File: src/rtl/triangle_edge_sequencer_if.sv
// Vertex-in / edge-out handshake bundle for the triangle edge sequencer,
// plus the shared vector types (integer-unit signed fixed-point coordinates).
package vector;
    localparam int COORD_W = 16;
    typedef logic signed [COORD_W-1:0] coord_t;
    typedef struct packed {
        coord_t x;
        coord_t y;
        coord_t z;
    } vector_t;
endpackage

interface triangle_edge_sequencer_if #(
    parameter int TAG_W = 4
);
    import vector::*;

    logic             in_valid;
    logic             in_ready;
    vector_t          in_v0;
    vector_t          in_v1;
    vector_t          in_v2;
    logic [TAG_W-1:0] in_tag;

    logic             out_valid;
    logic             out_ready;
    vector_t          out_e0;
    vector_t          out_e1;
    vector_t          out_e2;
    logic [2:0]       out_ovf;
    logic             out_overflow;
    logic             out_degenerate;
    logic [TAG_W-1:0] out_tag;

    // Upstream vertex fetch / downstream setup side.
    modport master (
        output in_valid, in_v0, in_v1, in_v2, in_tag, out_ready,
        input  in_ready, out_valid, out_e0, out_e1, out_e2,
               out_ovf, out_overflow, out_degenerate, out_tag
    );

    // Sequencer side.
    modport slave (
        input  in_valid, in_v0, in_v1, in_v2, in_tag, out_ready,
        output in_ready, out_valid, out_e0, out_e1, out_e2,
               out_ovf, out_overflow, out_degenerate, out_tag
    );
endinterface

File: src/rtl/triangle_edge_sequencer.sv
// Computes triangle edge vectors e0=v1-v0, e1=v2-v1, e2=v0-v2 by sharing one
// vector subtractor over three consecutive cycles.
module vector_sub (
    input  vector::vector_t i_op1,
    input  vector::vector_t i_op2,
    output vector::vector_t o_res,
    output logic [2:0]      o_ovf
);
    localparam int MSB = vector::COORD_W - 1;

    // NOTE: combinational logic uses blocking '='; every output is assigned on every pass, so no latch.
    always_comb begin
        o_res.x  = i_op1.x - i_op2.x;
        o_res.y  = i_op1.y - i_op2.y;
        o_res.z  = i_op1.z - i_op2.z;
        // Signed overflow: operands differ in sign and the result's sign differs from op1.
        o_ovf[0] = (i_op1.x[MSB] != i_op2.x[MSB]) && (o_res.x[MSB] != i_op1.x[MSB]);
        o_ovf[1] = (i_op1.y[MSB] != i_op2.y[MSB]) && (o_res.y[MSB] != i_op1.y[MSB]);
        o_ovf[2] = (i_op1.z[MSB] != i_op2.z[MSB]) && (o_res.z[MSB] != i_op1.z[MSB]);
    end
endmodule

module triangle_edge_sequencer #(
    parameter int TAG_W       = 4,
    parameter bit DEGEN_CHECK = 1'b1
) (
    input logic                      clk,
    input logic                      rst,
    triangle_edge_sequencer_if.slave bus
);
    import vector::*;

    typedef enum logic [2:0] {S_IDLE, S_SUB0, S_SUB1, S_SUB2, S_DONE} state_t;

    state_t           r_state;
    state_t           w_next_state;
    vector_t          r_v0, r_v1, r_v2;
    vector_t          r_e0, r_e1, r_e2;
    logic [2:0]       r_ovf;
    logic [TAG_W-1:0] r_tag;

    vector_t          w_op1, w_op2, w_res;
    logic [2:0]       w_axis_ovf;
    logic             w_accept;
    logic             w_degen;

    assign w_accept = bus.in_valid && (r_state == S_IDLE);

    vector_sub u_sub (
        .i_op1 (w_op1),
        .i_op2 (w_op2),
        .o_res (w_res),
        .o_ovf (w_axis_ovf)
    );

    // NOTE: sequential state uses non-blocking '<=' so all registers update from pre-edge values.
    always_ff @(posedge clk) begin
        if (rst) r_state <= S_IDLE;
        else     r_state <= w_next_state;
    end

    always_comb begin
        w_next_state = r_state;
        w_op1        = '0;
        w_op2        = '0;
        unique case (r_state)
            S_IDLE: if (w_accept) w_next_state = S_SUB0;
            S_SUB0: begin w_op1 = r_v1; w_op2 = r_v0; w_next_state = S_SUB1; end
            S_SUB1: begin w_op1 = r_v2; w_op2 = r_v1; w_next_state = S_SUB2; end
            S_SUB2: begin w_op1 = r_v0; w_op2 = r_v2; w_next_state = S_DONE; end
            S_DONE: if (bus.out_ready) w_next_state = S_IDLE;
            default: w_next_state = S_IDLE;
        endcase
    end

    // NOTE: datapath registers are reset too, because every out_* field must read zero after reset.
    always_ff @(posedge clk) begin
        if (rst) begin
            r_v0  <= '0;
            r_v1  <= '0;
            r_v2  <= '0;
            r_tag <= '0;
            r_e0  <= '0;
            r_e1  <= '0;
            r_e2  <= '0;
            r_ovf <= '0;
        end else begin
            unique case (r_state)
                S_IDLE: if (w_accept) begin
                    r_v0  <= bus.in_v0;
                    r_v1  <= bus.in_v1;
                    r_v2  <= bus.in_v2;
                    r_tag <= bus.in_tag;
                    r_e0  <= '0;
                    r_e1  <= '0;
                    r_e2  <= '0;
                    r_ovf <= '0;
                end
                S_SUB0: begin r_e0 <= w_res; r_ovf[0] <= |w_axis_ovf; end
                S_SUB1: begin r_e1 <= w_res; r_ovf[1] <= |w_axis_ovf; end
                S_SUB2: begin r_e2 <= w_res; r_ovf[2] <= |w_axis_ovf; end
                default: ;
            endcase
        end
    end

    generate
        if (DEGEN_CHECK) begin : g_degen
            assign w_degen = (r_e0 == '0) || (r_e1 == '0) || (r_e2 == '0);
        end else begin : g_no_degen
            assign w_degen = 1'b0;
        end
    endgenerate

    assign bus.in_ready       = (r_state == S_IDLE);
    assign bus.out_valid      = (r_state == S_DONE);
    assign bus.out_e0         = r_e0;
    assign bus.out_e1         = r_e1;
    assign bus.out_e2         = r_e2;
    assign bus.out_ovf        = r_ovf;
    assign bus.out_overflow   = |r_ovf;
    // Edge registers read zero outside a result, so the flag is qualified by DONE.
    assign bus.out_degenerate = (r_state == S_DONE) && w_degen;
    assign bus.out_tag        = r_tag;
endmodule

File: src/flat_wrapper.sv
// flat-port wrapper written by rule: the top's interface ports become plain ports
module triangle_edge_sequencer_flat import vector::*;
#(
    parameter int TAG_W       = 4,
    parameter bit DEGEN_CHECK = 1'b1
)
  (clk, rst, bus_in_valid, bus_in_v0, bus_in_v1, bus_in_v2, bus_in_tag, bus_out_ready, bus_in_ready, bus_out_valid, bus_out_e0, bus_out_e1, bus_out_e2, bus_out_ovf, bus_out_overflow, bus_out_degenerate, bus_out_tag);
  triangle_edge_sequencer_if #(.TAG_W(TAG_W)) bus_i ();
  input logic clk;
  input logic rst;
  input wire logic [$bits(bus_i.in_valid)-1:0] bus_in_valid;
  input wire logic [$bits(bus_i.in_v0)-1:0] bus_in_v0;
  input wire logic [$bits(bus_i.in_v1)-1:0] bus_in_v1;
  input wire logic [$bits(bus_i.in_v2)-1:0] bus_in_v2;
  input wire logic [$bits(bus_i.in_tag)-1:0] bus_in_tag;
  input wire logic [$bits(bus_i.out_ready)-1:0] bus_out_ready;
  output wire logic [$bits(bus_i.in_ready)-1:0] bus_in_ready;
  output wire logic [$bits(bus_i.out_valid)-1:0] bus_out_valid;
  output wire logic [$bits(bus_i.out_e0)-1:0] bus_out_e0;
  output wire logic [$bits(bus_i.out_e1)-1:0] bus_out_e1;
  output wire logic [$bits(bus_i.out_e2)-1:0] bus_out_e2;
  output wire logic [$bits(bus_i.out_ovf)-1:0] bus_out_ovf;
  output wire logic [$bits(bus_i.out_overflow)-1:0] bus_out_overflow;
  output wire logic [$bits(bus_i.out_degenerate)-1:0] bus_out_degenerate;
  output wire logic [$bits(bus_i.out_tag)-1:0] bus_out_tag;
  assign bus_i.in_valid = bus_in_valid;
  assign bus_i.in_v0 = bus_in_v0;
  assign bus_i.in_v1 = bus_in_v1;
  assign bus_i.in_v2 = bus_in_v2;
  assign bus_i.in_tag = bus_in_tag;
  assign bus_i.out_ready = bus_out_ready;
  assign bus_in_ready = bus_i.in_ready;
  assign bus_out_valid = bus_i.out_valid;
  assign bus_out_e0 = bus_i.out_e0;
  assign bus_out_e1 = bus_i.out_e1;
  assign bus_out_e2 = bus_i.out_e2;
  assign bus_out_ovf = bus_i.out_ovf;
  assign bus_out_overflow = bus_i.out_overflow;
  assign bus_out_degenerate = bus_i.out_degenerate;
  assign bus_out_tag = bus_i.out_tag;
  triangle_edge_sequencer #(.TAG_W(TAG_W), .DEGEN_CHECK(DEGEN_CHECK)) u_core (.clk(clk), .rst(rst), .bus(bus_i));
endmodule
File: config.mk
export PLATFORM = sky130hd
export DESIGN_NAME = triangle_edge_sequencer_flat
export DESIGN_NICKNAME = d
export VERILOG_FILES = /design/src/rtl/triangle_edge_sequencer_if.sv /design/src/rtl/triangle_edge_sequencer.sv /design/src/flat_wrapper.sv
export SDC_FILE = /design/constraint.sdc
export NUM_CORES = 1
export LEC_CHECK = 0
export CAP_MARGIN = 25
export CORE_MARGIN = 10
export CORE_UTILIZATION = 40
export DETAILED_ROUTE_END_ITERATION = 10
export HOLD_SLACK_MARGIN = 0.08
export PLACE_DENSITY_LB_ADDON = 0.12
export SLEW_MARGIN = 20
export SYNTH_ARGS = -nofsm -noshare
export SYNTH_HDL_FRONTEND = slang
export SYNTH_SLANG_ARGS = --single-unit
File: constraint.sdc
create_clock -name clk -period 11.3 [get_ports clk]
set_clock_uncertainty 0.1 [all_clocks]
set_input_delay 2.26 -clock clk [delete_from_list [all_inputs] [get_ports clk]]
set_output_delay 2.26 -clock clk [all_outputs]
set_load 0.02 [all_outputs]
==> out/metrics.csv <==
metric,value,unit
outcome,"complete, no violations",
DP HPWL,40500,um
largest net degree at the start of global routing,134,
Fin Setup TNS,0,ns
sequential element share of the synthesized area,38.1,%
synthesized area,0.0157,mm^2
worst reg2reg path depth,12,
Num CTS Buffers,34,
worst-path cell chain,buf_4 > clkinv_1 > buf_4 > nor2_1 > o31a_1 > clkdlybuf4s50_1,
Initial DRT Pass Iterations,5,
Starting Density,40.5,%
Critical Path RT,8.94,ns
initial antenna violation count,0,
via count,15457,
final worst slack,5.53,ns
Total Routed Length,55400,um
final hold vios,0,
Clock Latency Late Sink,0.52,ns
Post-CTS Setup Inserts,0,
ys flop type,dfxtp_1,
"Distinct cells, synth",66,
hold buffer count at CTS,0,
Worst-path clk slew,0.06,ns
flop2flop setup slack,6.32,ns
Peak supply drop,0.0795,mV
r2r startpoint,u_core.r_state[1],
filler cell count,3731,
Final setup viols,0,
Critical Path End Type,output port,
Core Area,0.0387,mm^2
Net Switching,1.07,mW
Die H,218,um
Routed WL per cell,19.7,um
peak fanout along the critical path,52,
pre-CTS setup slack,5.59,ns
Reg-to-Reg End,u_core.bus.out_ovf[1],
# diodes,0,
Async SR Flop Fraction,0,%
vias in the first global route,14577,
Leakage,7.42,nW
global-route wire length before repair,84600,um
Logic pwr share,27.8,%
Final nets,2463,
max_slew headroom,31.3,%
maxcap violations,0,
CP Launch Type,register,
Post-Synthesis Cells,2061,
1st-iter DRT viols,1280,
"Cell Area, Placed",0.0189,mm^2
GP Congestion,0.848,
I/O pin total,307,
min Tclk post-route,5.77,ns
GR Overflow Total,0,
Reg power frac,37.5,%
min-delay worst type,reg2reg,
slew of the pin with the lowest slew margin,1.03,ns
clock share of power,34.6,%
die area,0.0475,mm^2
Setup Crit Path Kind,reg2out,
max-slew violation count,0,
area growth from synthesis to layout,28.3,%
hold wc startpoint,u_core.bus.out_tag[3],
Die W,218,um
critical path depth in cells,6,
Synth Register Bits,298,
Detail Route Antenna Nets,0,
GR Util All Layers,22.1,%
CTS Buffer Depth,3,
Peak Freq,0.173,GHz
yosys warns,0,
Sw Ratio,33.7,%
CTS sink cnt,298,
via/cell ratio,5.51,
crit path DAT,3.41,ns
period utilisation layout,51.1,%
WP buf/inv,4,
ratio of cells with drive above 1 in the final layout,7.82,%
post-CTS sizing,0,
num rows,72,
Clock Tree Root,clkbuf_16,
hold-critical path depth,2,
RSZ-0062 raised after global routing,no,
Cell Pwr Density,158,mW/mm^2
syn nets,2261,
"most used cell, CP",buf_4,
H-tree Lvls,2,
Pint,2.11,mW
Top delay family on crit path,buffers and inverters,
Final Cell Area,0.0201,mm^2
Pwr Total,3.19,mW
DRC,0,
Hold Path End,u_core.bus.out_tag[3],
clock tree from TritonCTS,done,
# port buffers,306,
Synth Area per Inst,7.61,um^2
critical path's largest stage delay,0.62,ns
Post-synth EDFFs,0,
Worst path slowest cell,clkdlybuf4s50_1,
[registers in the layout (all words and copies together) (netlist names)]
signal and flops:
u_core.r_v1 48, u_core.r_state 3, u_core.r_v2 48, u_core.bus.out_e0 48, u_core.bus.out_e1 48, u_core.bus.out_ovf 3
u_core.bus.out_tag 4, u_core.r_v0 48, u_core.bus.out_e2 48
[worst register-to-register path, delay by kind of cell (launching register included)]
family / cells / cell delay, ns
buffers and inverters: 1 / 0.82
and+or+nand+nor: 3 / 1.05
AOI/OAI and AO/OA: 5 / 0.83
muxes: 2 / 0.87
DFF: 1 / 0.83
adders and majority gates: 1 / 0.34
[synthesized netlist by cell type (all sizes together) (17+ instances only)]
library cell / n / share of area, %
o21ai: 45 / 1.4
mux2i: 18 / 1.1
a22oi: 41 / 2.0
xnor2: 17 / 0.95
nand2: 472 / 11
ha: 45 / 3.6
nor3: 23 / 0.77
a22o: 27 / 1.5
nor4: 37 / 1.5
nand3b: 18 / 0.86
nand3: 83 / 2.7
dfxtp: 298 / 38
a21oi: 308 / 9.9
mux2: 76 / 5.5
buf: 32 / 0.94
clkbuf: 128 / 3.1
o21a: 18 / 0.86
nor2: 174 / 4.2
nand4: 18 / 0.72
[logic make-up after synthesis]
group / synth area share, %
xor gates and xnor gates: 1.62
DFF: 38.1
AOI/OAI and AO/OA: 19.7
muxes: 6.61
and+or+nand+nor: 25.7
adders and majority gates: 3.98
buffers and inverters: 4.39
[placed cells by master, fill, tap and decap left out, types with 37 or more instances in the layout]
cell / instances
a21oi_1: 307
a22oi_1: 41
clkdlybuf4s50_1: 305
dfxtp_1: 295
ha_1: 45
mux2_2: 76
nand2_1: 470
nand3_1: 82
nor2_1: 172
nor4_1: 37
o21ai_0: 43
[area by class of cell]
cell class	instances	area, um^2	area share, %
tap	518	648	3.22
sequential	298	5970	29.7
inverter	16	60.1	0.299
clock inverter	13	100	0.498
timing repair buffer	326	3260	16.2
clock buffer	48	1010	5.05
multi-input combinational	1587	9060	45.0
[routing by layer]
metal,up-vias,share of wire [%],GRT usage [%]
met2,472,43,33.2
met1,7272,48,31.4
met3,72,7.0,4.26
li1,7641,-,-
met4,0,2.5,6.50
met5,-,0,0
[worst max path at each step]
stage | start | end | slack (ns)
2_1_floorplan | u_core.r_state[2] | bus_out_degenerate | 7.44
3_3_place_gp | bus_in_valid | u_core.bus.out_e0[29] | 5.66
3_5_place_dp | bus_in_valid | u_core.bus.out_e2[29] | 5.59
4_1_cts | u_core.r_state[2] | bus_out_degenerate | 5.45
5_1_grt | u_core.r_state[2] | bus_out_degenerate | 5.35
6_report | u_core.r_state[2] | bus_out_degenerate | 5.53
[per-stage QoR]
| step | std cells | hold WS, ns | util (%) |
|---|---|---|---|
| final | 2806 | 0.356 | 51.9 |
| after global routing | 2806 | 0.383 | 51.9 |
| after CTS | 2804 | 0.358 | 51.8 |
| after detailed placement | 2743 | 0.349 | 48.9 |
| after global placement | 2743 | 0.343 | 48.9 |
| after floorplan | 2061 | 0.337 | - |
[power by group through the flow]
stage	combinational, mW	sequential, mW	clock, mW
6_report	0.887	1.20	1.10
3_3_place_gp	0.861	1.21	0
3_5_place_dp	0.874	1.22	0
5_1_grt	0.960	1.20	1.16
2_1_floorplan	0.517	1.22	0
4_1_cts	0.877	1.19	1.12
(Power assumes the default switching activity.)
